$ cat src/rtl/ram_arbiter.sv
// ram_arbiter: shares one RAM port between the instruction and data request
// lines of CPUS cores. Only one requester owns the RAM at a time, and it keeps
// ownership until RAM reports ACCESS or ERROR, or until it drops its request.
// Cores take turns round-robin, and within a core a data request beats an
// instruction request.
module ram_arbiter #(
  parameter int unsigned CPUS   = 2,
  parameter int unsigned WORD_W = 32
) (
  input  logic                         CLK,
  input  logic                         RST,
  input  logic [CPUS-1:0]              iREN,
  input  logic [CPUS-1:0]              dREN,
  input  logic [CPUS-1:0]              dWEN,
  input  logic [CPUS-1:0][WORD_W-1:0]  iaddr,
  input  logic [CPUS-1:0][WORD_W-1:0]  daddr,
  input  logic [CPUS-1:0][WORD_W-1:0]  dstore,
  output logic [CPUS-1:0]              iwait,
  output logic [CPUS-1:0]              dwait,
  output logic [CPUS-1:0][WORD_W-1:0]  iload,
  output logic [CPUS-1:0][WORD_W-1:0]  dload,
  output logic                         ramREN,
  output logic                         ramWEN,
  output logic [WORD_W-1:0]            ramaddr,
  output logic [WORD_W-1:0]            ramstore,
  input  logic [WORD_W-1:0]            ramload,
  input  logic [1:0]                   ramstate,
  output logic                         err
);

  localparam int unsigned CpuW = (CPUS > 1) ? $clog2(CPUS) : 1;

  // ramstate_t encoding
  localparam logic [1:0] RsFree   = 2'd0;
  localparam logic [1:0] RsBusy   = 2'd1;
  localparam logic [1:0] RsAccess = 2'd2;
  localparam logic [1:0] RsError  = 2'd3;

  localparam logic [0:0] StIdle  = 1'b0;
  localparam logic [0:0] StGrant = 1'b1;

  logic [0:0]      state_q, state_d;
  logic [CpuW-1:0] own_cpu_q, own_cpu_d;
  logic            own_d_q, own_d_d;
  logic [CpuW-1:0] last_cpu_q, last_cpu_d;
  logic            err_q, err_d;

  logic            pick_valid;
  logic [CpuW-1:0] pick_cpu;
  logic            pick_data;
  logic            own_req;
  logic            granted;

  // Round-robin pick: scan from last_cpu+1 with wrap. The loop runs from the
  // farthest candidate down, so the nearest requesting core is written last.
  always_comb begin
    logic [CpuW-1:0] cand;
    pick_valid = 1'b0;
    pick_cpu   = '0;
    pick_data  = 1'b0;
    cand       = '0;
    for (int unsigned k = CPUS; k >= 1; k--) begin
      cand = CpuW'((32'(last_cpu_q) + k) % CPUS);
      if (iREN[cand] || dREN[cand] || dWEN[cand]) begin
        pick_valid = 1'b1;
        pick_cpu   = cand;
        pick_data  = dREN[cand] | dWEN[cand];
      end
    end
  end

  // The owner's request is still up; dropping it aborts the grant.
  always_comb begin
    own_req = own_d_q ? (dREN[own_cpu_q] | dWEN[own_cpu_q]) : iREN[own_cpu_q];
    granted = (state_q == StGrant) && own_req;
  end

  // RAM steering and wait generation; both are combinational within the cycle.
  always_comb begin
    ramREN   = 1'b0;
    ramWEN   = 1'b0;
    ramaddr  = '0;
    ramstore = '0;
    iwait    = '1;
    dwait    = '1;
    if (granted) begin
      if (own_d_q) begin
        ramaddr  = daddr[own_cpu_q];
        ramstore = dstore[own_cpu_q];
        ramWEN   = dWEN[own_cpu_q];
        // A write wins when a read and a write are both set.
        ramREN   = dREN[own_cpu_q] & ~dWEN[own_cpu_q];
      end else begin
        ramaddr  = iaddr[own_cpu_q];
        ramREN   = 1'b1;
      end
      if (ramstate == RsAccess) begin
        if (own_d_q) dwait[own_cpu_q] = 1'b0;
        else         iwait[own_cpu_q] = 1'b0;
      end
    end
  end

  // Send the read data to every core; the waits tell each core when it is valid.
  always_comb begin
    for (int unsigned c = 0; c < CPUS; c++) begin
      iload[c] = ramload;
      dload[c] = ramload;
    end
  end

  // Next-state logic for the FSM, the owner, the round-robin pointer and err.
  always_comb begin
    state_d    = state_q;
    own_cpu_d  = own_cpu_q;
    own_d_d    = own_d_q;
    last_cpu_d = last_cpu_q;
    err_d      = err_q;
    if (state_q == StIdle) begin
      if (pick_valid) begin
        state_d   = StGrant;
        own_cpu_d = pick_cpu;
        own_d_d   = pick_data;
      end
    end else begin
      if (!own_req) begin
        // Abort: the pointer is left alone so the same core wins the next tie.
        state_d = StIdle;
      end else if (ramstate == RsAccess) begin
        state_d    = StIdle;
        last_cpu_d = own_cpu_q;
      end else if (ramstate == RsError) begin
        state_d    = StIdle;
        last_cpu_d = own_cpu_q;
        err_d      = 1'b1;
      end else if ((ramstate == RsFree) || (ramstate == RsBusy)) begin
        state_d = StGrant;
      end
    end
  end

  // State registers with synchronous reset; core 0 wins the first arbitration.
  always_ff @(posedge CLK) begin
    if (RST) begin
      state_q    <= StIdle;
      own_cpu_q  <= '0;
      own_d_q    <= 1'b0;
      last_cpu_q <= CpuW'(CPUS - 1);
      err_q      <= 1'b0;
    end else begin
      state_q    <= state_d;
      own_cpu_q  <= own_cpu_d;
      own_d_q    <= own_d_d;
      last_cpu_q <= last_cpu_d;
      err_q      <= err_d;
    end
  end

  assign err = err_q;

endmodule

$ cat config.mk
export PLATFORM = sky130hd
export DESIGN_NAME = ram_arbiter
export DESIGN_NICKNAME = d
export VERILOG_FILES = /design/src/rtl/ram_arbiter.sv
export SDC_FILE = /design/constraint.sdc
export NUM_CORES = 1
export LEC_CHECK = 0
export ABC_CLOCK_PERIOD_IN_PS = 4200
export BUFFER_PORTS_ARGS = -buffer_cell sky130_fd_sc_hd__buf_2
export CAP_MARGIN = 40
export CORE_AREA = 2 2 171 173
export DETAILED_ROUTE_END_ITERATION = 7
export DIE_AREA = 0 0 173 175
export HOLD_SLACK_MARGIN = 0.03
export SYNTH_ARGS = -nofsm -noshare
export SYNTH_HDL_FRONTEND = slang
export SYNTH_SLANG_ARGS = --single-unit
$ cat constraint.sdc
create_clock -name CLK -period 4.2 [get_ports CLK]
set_input_delay 0.63 -clock CLK [delete_from_list [all_inputs] [get_ports CLK]]
set_output_delay 0.63 -clock CLK [all_outputs]
set_load 0.05 [all_outputs]
==> results of run 1 <==
==> logic make-up after synthesis <==
| logic type | share of synthesized area |
|---|---|
| AO/OA/AOI/OAI | 0.152 |
| buffers and inverters | 0.406 |
| flip-flops | 0.0377 |
| multiplexers | 0.275 |
| AND/OR/NAND/NOR | 0.129 |
==> metal layers <==
metal	up-vias	share of wire	global-route usage
li1	1197	-	-
met1	1188	0.34	0.0627
met5	-	0.0017	0
met2	191	0.52	0.125
met4	2	0.034	0.0240
met3	43	0.10	0.0183
==> state kept, by name (all words and copies together), names as in the netlist <==
| register | cells |
|---|---|
| err | 1 |
| last_cpu_q | 1 |
| own_d_q | 1 |
| own_cpu_q | 1 |
| state_q | 1 |
==> cell type report <==
cell class | count | area [um^2] | area share
Clock buffer | 4 | 78.8 | 0.0222
Inverter | 3 | 11.3 | 0.00317
Multi-Input combinational cell | 139 | 1480 | 0.417
Sequential cell | 5 | 103 | 0.0289
Tap cell | 384 | 480 | 0.135
Timing Repair Buffer | 277 | 1400 | 0.393
==> through the flow <==
step / setup WS [ns] / cells
after floorplan: 1.59 / 293
after global placement: 1.21 / 808
after detailed placement: 1.12 / 808
after CTS: 0.897 / 812
after global routing: 0.801 / 812
final: 1.02 / 812
==> cells in the final DEF (no fill, tap or decap), types with 2 or more instances in the layout <==
master / instances
a21oi_1: 5
a22o_1: 32
and2b_1: 2
buf_2: 272
buf_4: 5
clkbuf_16: 3
dfxtp_1: 3
dfxtp_2: 2
inv_1: 3
mux4_2: 32
nand2_1: 6
nand2b_1: 2
nand3b_1: 2
nor2_1: 7
nor2b_1: 30
nor3_1: 2
nor3b_1: 2
o21ai_0: 4
==> synthesized netlist by cell type (all sizes together) (2+ instances only) <==
master	number	area [um^2]
buf	146	1070
o21ai	4	20.0
nor2b	30	188
nor2	7	26.3
nor3	3	20.0
nand2b	3	26.3
mux4	32	721
inv	3	11.3
dfxtp	5	100
and2b	2	15.0
nor3b	2	15.0
a21oi	5	25.0
nand2	6	22.5
a22o	32	280
nand3b	2	15.0
==> power breakdown <==
part / switching, W / internal (W)
clock network: 0.0000314 / 0.000126
logic: 0.000264 / 0.000190
registers: 0.00000992 / 0.0000520
total: 0.000305 / 0.000368
==> path summary, 6_finish.rpt <==
kind,to,cells past startpoint,slack [ns],start
worst max register to register,err,4,2.39,own_cpu_q
worst max-delay path,iwait[0],5,1.02,own_cpu_q
worst min register to register,err,2,0.44,err
worst min-delay path,err,2,0.44,err
==> tightest hold or removal path, delay by kind of cell, from the launching register on <==
kind | cells | cell delay, ns
flip-flops | 1 | 0.29
buffers and inverters | 1 | 0.05
AO/OA/AOI/OAI | 1 | 0.05
==> impl_results.md, run 1 <==
- Fillcell total: 3277
- Final min period: 3.18 ns
- Clock tree from TritonCTS: built
- Largest net degree at the start of global routing: 38
- Clk buf depth: 2
- Hold Path Class: flop to flop
- PortBufs: 272
- Remaining global-route overflow: 0
- Total Wirelength: 10500 um
- First-iteration detailed-routing DRC count: 100
- Core ar.: 28400 um^2
- CTS Root Cell: clkbuf_16
- Detailed Place HPWL: 9050 um
- Post-Syn Area: 2660 um^2
- Post-Synthesis Cells: 293
- VDD IR max: 0.000111 V
- Seq/Total Area, Yosys: 0.0377
- Clk_skew: 0.000955 ns
- CTS sink count: 5
- Relative slew slack: 0.525
- Routed WL per cell: 13.0 um
- Design Area, Final: 3560 um^2
- Max-cap violations: 0
- Width of the die: 173 um
- Crit-path cells: o211ai_1 -> o32a_4 -> nor4_1 -> nand2b_1 -> buf_2
- DRT antenna net count: 0
- Vias in the first global route: 2692
- EDFF count, synth: 0
- Layout cells sized above 1: 0.741
- Main flop type after synthesis: dfxtp_1
- Slew Limit Fails: 0
- Synth Register Bits: 5
- CTS Hold Bufs: 0
- Row count: 62
- Fmax: 315 MHz
- Status: complete, no violations
- Reg clk slew, reported paths: 0.03 ns
- RSZ-0062 raised after global routing: no
- Global-route wire length before repair: 15200 um
- Via density: 3.23
- Crit. End Element: output port
- Area Growth Syn to Fin: 33.9%
- Crit-path leading delay family: simple AND/OR/NAND/NOR gates
- Number of I/O pins: 433
- Post-synth cell types: 30
- Pwr dens: 189 nW/um^2
- Syn Area/Cell: 9.06 um^2
- Buffers & Inverters on Critical Path: 1
- Net Count, Synth: 527
- Via count: 2621
- Final Hold Vio Count: 0
- # DRC: 0
- Min Hold Slack: 0.443 ns
- # setup viols final: 0
- Post-Route Utilization: 0.125
- CTS Buf Count: 3
- Max incr delay on CP: 0.65 ns
- Ys Warns: 0
- Post CTS Setup Buffer Count: 0
- Final period util: 0.757
- Router iterations before antenna repair: 4
- Die height: 175 um
- GRT Total Usage: 0.0635
- Routability congestion estimate: 0.764
- H-tree levels: 1
- CP startpoint kind: flop
- Crit Path Max Fanout: 37
- Placed Area: 3480 um^2
- Pleak: 1.71 nW
- Slowest CP cell: dfxtp_2
- Initial Utilization: 0.0935
- N_diodes: 0
- Resize count post-CTS: 0
- Asr flop ratio synth: 0
- Die area: 30300 um^2
- Slew at the pin with the worst max-slew slack: 0.706 ns
- Crit path kind: flop to output port
- Clock latency at the later pin of the worst-skew pair: 0.23 ns
- Initial antenna violation count: 1
- Number of nets in the layout: 663
- Critical Path AT: 2.55 ns
- Overall power: 0.000673 W
- Worst path required time: 3.57 ns
- Final setup TNS: 0 ns
(Power assumes the default switching activity.)
==> run 2: changes to the inputs <==
--- a/config.mk
+++ b/config.mk
@@ -5,7 +5,7 @@
 export SDC_FILE = /design/constraint.sdc
 export NUM_CORES = 1
 export LEC_CHECK = 0
-export ABC_CLOCK_PERIOD_IN_PS = 4200
+export ABC_CLOCK_PERIOD_IN_PS = 2600
 export BUFFER_PORTS_ARGS = -buffer_cell sky130_fd_sc_hd__buf_2
 export CAP_MARGIN = 40
 export CORE_AREA = 2 2 171 173
==> constraint.sdc (replaced) <==
create_clock -name CLK -period 2.6 [get_ports CLK]
set_input_delay 0.39 -clock CLK [delete_from_list [all_inputs] [get_ports CLK]]
set_output_delay 0.39 -clock CLK [all_outputs]
set_load 0.05 [all_outputs]
==> run 2 against run 1 <==
Against the previous run:
- global-route usage down 0.16 points
- critical endpoint is now iwait[1]
- final cell count up 0.25%
- routed wire length up 6.2%
- clock skew about the same
- largest power group unchanged
==> impl_results.md, run 2 (synthesis results as in run 1) <==
- Status: complete, no violations
- Total Wirelength: 11200 um (+6.2%)
- CTS Buf Count: 3 (unchanged)
- N_diodes: 0 (unchanged)
- Fmax: 411 MHz
- Leading cell types in the layout, fill and taps excluded: buf_2, mux4_2, a22o_1
- Reg clk slew, reported paths: 0.03 ns (about the same)
- Initial Utilization: 0.0935 (unchanged)
- Row count: 62 (unchanged)
- GRT Total Usage: 0.0620 (-0.00155)
- Area Growth Syn to Fin: 37.1%
- # DRC: 0 (unchanged)
- Final WS setup: 0.165 ns (-0.857 ns)
- First-iteration detailed-routing DRC count: 107 (+7.0%)
- Pwr dens: 306 nW/um^2 (+62%)
- Worst path required time: 2.21 ns (-1.36 ns)
- Remaining global-route overflow: 0 (unchanged)
- Final Hold Vio Count: 0 (unchanged)
- DRT antenna net count: 0 (unchanged)
- Pleak: 1.73 nW (+1.5%)
- Width of the die: 173 um (unchanged)
- CTS sink count: 5 (unchanged)
- DP Worst Slack: 0.304 ns (-0.815 ns)
- H-tree levels: 1 (unchanged)
- Core ar.: 28400 um^2 (unchanged)
- Initial antenna violation count: 0 (-1)
- Reg2Reg Setup Slack: 0.92 ns (-1.47 ns)
- Router iterations before antenna repair: 4 (unchanged)
- Clk_skew: 0.000566 ns (-0.000389 ns)
- Layout cells sized above 1: 0.747 (+0.00586)
- Slew Limit Fails: 0 (unchanged)
- Min Hold Slack: 0.411 ns (-0.0316 ns)
- Worst r2r dst: err
- Worst R2R Start: own_d_q
- Via density: 3.28 (+1.6%)
- Slew at the pin with the worst max-slew slack: 0.495 ns (-0.211 ns)
- Placed insts: 808 (unchanged)
- Largest net degree at the start of global routing: 38 (unchanged)
- CP startpoint kind: flop
- RSZ-0062 raised after global routing: no
- Max-cap violations: 0 (unchanged)
- Crit. End Element: output port
- Via count: 2670 (+1.9%)
- Detailed Place HPWL: 8840 um (-2.4%)
- Final Non-Filler Cells: 814 (+0.25%)
- CTS Root Cell: clkbuf_16
- Final min period: 2.44 ns
- Die area: 30300 um^2 (unchanged)
- Critical Path AT: 2.05 ns (-0.50 ns)
- Vias in the first global route: 2669 (-0.85%)
- Hold Path Class: input pin to flop
- Number of nets in the layout: 665 (+0.30%)
- Clk buf depth: 2 (unchanged)
- VDD IR max: 0.000150 V (+35%)
- Critical Path Sink: iwait[1]
- Routed WL per cell: 13.7 um (+6.0%)
- Final setup TNS: 0 ns (unchanged)
- Crit Path Max Fanout: 19 (-49%)
- Routability congestion estimate: 0.769 (+0.62%)
- Reg2Reg Depth: 4 (unchanged)
- Clock latency at the later pin of the worst-skew pair: 0.23 ns (about the same)
- Clock tree from TritonCTS: built
- Commonest non-fill, non-tap cell in the layout: buf_2
- Crit path kind: flop to output port
- # setup viols final: 0 (unchanged)
- Global-route wire length before repair: 14800 um (-2.4%)
- PortBufs: 272 (unchanged)
- Die height: 175 um (unchanged)
- Final period util: 0.937
- Number of I/O pins: 433 (unchanged)
- Relative slew slack: 0.670 (+0.145)
- Worst setup startpoint: state_q
## run 2: changes by cell type in the layout (fill, tap and decap cells not counted)
cell | before | now
buf_12 | 0 | 3
nor3b_4 | 0 | 2
buf_2 | 272 | 270
o32a_2 | 0 | 1
nor3b_1 | 2 | 0
## run 2: critical path: stages, from the launching register on
cell,delay (ns)
dfxtp_1,0.47
nand2b_4,0.12
o32a_4,0.49
nor4_1,0.28
buf_4,0.17
nand2_1,0.05
buf_2,0.22
## run 2: layout make-up
cell class / instances / area, um^2
fillers: 3284 / 24800
flip-flops and latches: 5 / 103
well taps: 384 / 480
inverters: 3 / 11.3
multi-input cells: 140 / 1520
clock buffers: 4 / 78.8
repair buffers: 278 / 1450
## run 2: how the worst min path moves through the flow
stage / startpoint / endpoint / cells after the start
finish: RST / own_cpu_q / 2
global route: RST / own_cpu_q / 2
CTS: RST / err / 2
detailed placement: err / err / 2
global placement: err / err / 2
floorplan: last_cpu_q / last_cpu_q / 2
## run 2: through the flow
step,total power [W],utilization,cell area (um^2)
floorplan,0.00111,-,2660
global placement,0.000840,0.124,3520
detailed placement,0.000849,0.124,3520
CTS,0.00111,0.127,3600
global route,0.00117,0.128,3640
finish,0.00111,0.128,3640
## run 2: metal layers
metal | share of wire | GRT usage
met5 | 0 | 0
met4 | 0.030 | 0.0226
met3 | 0.097 | 0.0170
met2 | 0.51 | 0.117
met1 | 0.36 | 0.0658
## run 2: repair_timing
item,in CTS,in global routing
hold buffers,0,0
gates resized for setup,0,4
setup endpoints to repair,0,2
buffers inserted,0,1
## run 2: where the power goes
group | switching [W] | total (W) | internal, W
clock | 0.0000499 | 0.000253 | 0.000203
sequential | 0.0000115 | 0.0000956 | 0.0000841
combinational | 0.000449 | 0.000766 | 0.000317
==> run 3: changes to the inputs <==
--- a/config.mk
+++ b/config.mk
@@ -5,12 +5,13 @@
 export SDC_FILE = /design/constraint.sdc
 export NUM_CORES = 1
 export LEC_CHECK = 0
+export ABC_AREA = 1
 export ABC_CLOCK_PERIOD_IN_PS = 2600
 export BUFFER_PORTS_ARGS = -buffer_cell sky130_fd_sc_hd__buf_2
 export CAP_MARGIN = 40
-export CORE_AREA = 2 2 171 173
+export CORE_AREA = 2 2 166 168
 export DETAILED_ROUTE_END_ITERATION = 7
-export DIE_AREA = 0 0 173 175
+export DIE_AREA = 0 0 168 170
 export HOLD_SLACK_MARGIN = 0.03
 export SYNTH_ARGS = -nofsm -noshare
 export SYNTH_HDL_FRONTEND = slang
==> run 3 against run 2 <==
Against the previous run:
- sequential share of layout area is 0.067 points lower
- hold slack got worse by 0.061 ns
- routed wire length up 18%
- clock power about the same
- critical path type unchanged
- highest routed layer unchanged
==> impl_results.md, run 3 <==
- Routability congestion estimate: 0.777 (+1.0%)
- Multi-input gate area: 1520 um^2 (unchanged)
- Initial antenna violation count: 2 (+2)
- Seq pwr share: 0.077 (-0.009)
- Row count: 60 (-3.2%)
- Clock tree from TritonCTS: built
- Die height: 170 um (-2.9%)
- Register area: 101 um^2 (-1.2%)
- CTS sink count: 5 (unchanged)
- GRT Total Usage: 0.0795 (+0.0176)
- Detailed Place HPWL: 11100 um (+25%)
- Final Non-Filler Cells: 914 (+12%)
- Seq/Total Area, Yosys: 0.0361 (-0.00162)
- Global-route wire length before repair: 17500 um (+18%)
- RSZ-0062 raised after global routing: no
- Core ar.: 26700 um^2 (-6.1%)
- Ys Warns: 0 (unchanged)
- Asr flop ratio synth: 0 (unchanged)
- Leading cell types in the layout, fill and taps excluded: buf_2, nand2_1, a22oi_1
- Reg2Reg Setup Slack: 1.02 ns (+0.10 ns)
- Hold Path Class: input pin to flop
- Post-Synthesis Cells: 441 (+51%)
- EDFF count, synth: 0 (unchanged)
- Router iterations before antenna repair: 5 (+1)
- Routed WL per cell: 14.5 um (+5.4%)
- Number of nets in the layout: 806 (+21%)
- Internal power: 0.000618 W (+2.3%)
- Die area: 28600 um^2 (-5.7%)
- Layout cells sized above 1: 0.531 (-0.216)
- CTS Buf Count: 3 (unchanged)
- DP Worst Slack: 0.332 ns (+0.0283 ns)
- Crit path kind: flop to output port
- Crit. End Element: output port
- H-tree levels: 1 (unchanged)
- Clk buf depth: 2 (unchanged)
- Post-synth top area share: 0.349 (-0.0156)
- # setup viols final: 0 (unchanged)
- Commonest non-fill, non-tap cell in the layout: buf_2
- # DRC: 0 (unchanged)
- Final Hold Vio Count: 0 (unchanged)
- Syn Area/Cell: 6.29 um^2 (-31%)
- Slew at the pin with the worst max-slew slack: 0.453 ns (-0.0425 ns)
- Count leader, synth: buf_4
- DRT antenna net count: 0 (unchanged)
- Area Growth Syn to Fin: 32.8%
- Top cells by instance count after synthesis: buf_4, nand2_1, a22oi_1
- Slew Limit Fails: 0 (unchanged)
- First-iteration detailed-routing DRC count: 264 (+150%)
- Max-cap violations: 0 (unchanged)
- Vias in the first global route: 2992 (+12%)
- Area leader, netlist: buf_4
- Final period util: 0.935 (-0.00200)
- Relative slew slack: 0.698 (+0.0280)
- Post-Route Utilization: 0.138 (+0.0100)
- Switching Fraction: 0.548 (+0.0904)
- Post-synth cell types: 22 (-27%)
- VDD IR max: 0.000222 V (+48%)
- CP startpoint kind: flop
- Total Wirelength: 13200 um (+18%)
- Logic gate share of total power: 0.737 (+0.050)
- Main flop type after synthesis: dfxtp_1
- Synth area leaders: buf_4, a22oi_1, nand2_1
- Via count: 3473 (+30%)
- Critical Path AT: 2.04 ns (about the same)
- Final min period: 2.43 ns (-0.00519 ns)
- Overall power: 0.00137 W (+23%)
- CTS Root Cell: clkbuf_16
- Post-Syn Area: 2770 um^2 (+4.5%)
- Number of I/O pins: 433 (unchanged)
- Pwr dens: 371 nW/um^2 (+21%)
- Placed insts: 908 (+12%)
- Clock latency at the later pin of the worst-skew pair: 0.23 ns (about the same)
- Width of the die: 168 um (-2.9%)
- Final WS setup: 0.170 ns (+0.00519 ns)
- Synth Register Bits: 5 (unchanged)
- Reg clk slew, reported paths: 0.03 ns (about the same)
- Final setup TNS: 0 ns (unchanged)
- PortBufs: 272 (unchanged)
- Crit Path Max Fanout: 45 (+26)
- Status: complete, no violations
- Fillcell total: 3103 (-5.5%)
- Via density: 3.80 (+16%)
- Worst path required time: 2.21 ns (about the same)
- Largest net degree at the start of global routing: 48 (+26%)
- Clk_skew: 0.00248 ns (+0.00191 ns)
- Fmax: 411 MHz (+0.21%)
- Net Count, Synth: 675 (+28%)
- Remaining global-route overflow: 0 (unchanged)
- Switch Pwr: 0.000750 W (+47%)
- Clock power share: 0.186 (-0.041)
- Pleak: 1.80 nW (+3.9%)
- Initial Utilization: 0.104 (+0.0106)
## run 3: area by class of cell
type,instances,share of cell area
Antenna cell,2,0.00136
Clock buffer,4,0.0214
Inverter,18,0.0183
Multi-Input combinational cell,262,0.412
Sequential cell,5,0.0275
Tap cell,341,0.116
Timing Repair Buffer,282,0.404
## run 3: path summary, 6_finish.rpt
check	from	to	cells after the start
setup / recovery	own_d_q	ramaddr[10]	6
setup reg to reg	own_cpu_q	state_q	8
hold / removal	RST	err	2
hold reg to reg	err	err	2
## run 3: cell families (layout without fill, tap and decap cells)
logic type / after synthesis / in the layout / synth area share
other cells: 0 / 2 / 0
simple gates: 158 / 158 / 0.224
buf+inv: 174 / 304 / 0.424
compound gates: 104 / 104 / 0.316
flops: 5 / 5 / 0.0361
## run 3: what timing repair did
action,4_1_cts,5_1_grt
hold buffers,0,0
gates resized for setup,0,1
setup endpoints to repair,0,4
buffers inserted,0,0
## run 3: stage by stage
step                hold WS, ns  area (um^2)
floorplan                 0.459         2770
global placement          0.432         3600
detailed placement        0.435         3600
CTS                       0.353         3680
global route              0.364         3680
finish                    0.350         3680
## run 3: metal layers
metal  GRT usage  part of all wire  up-vias
met3      0.0314              0.13       41
met5           0                 0        -
met1      0.0917              0.36     1557
met2       0.134              0.49      247
li1            -                 -     1628
met4      0.0268             0.030        0
## run 3: power groups by stage
stage	Combinational, W	Sequential, W	Clock, W
after floorplan	0.00119	0.0000922	0
after global placement	0.000998	0.000106	0
after detailed placement	0.00101	0.000106	0
after CTS	0.00101	0.000105	0.000257
after global routing	0.00108	0.000108	0.000260
final	0.00101	0.000106	0.000254
## run 3: worst max-delay path: stages (launching register included)
cell and delay, ns:
dfxtp_1 0.59, inv_1 0.14, o211ai_2 0.16, nand3_4 0.14, buf_12 0.19, a31oi_1 0.23
buf_2 0.31
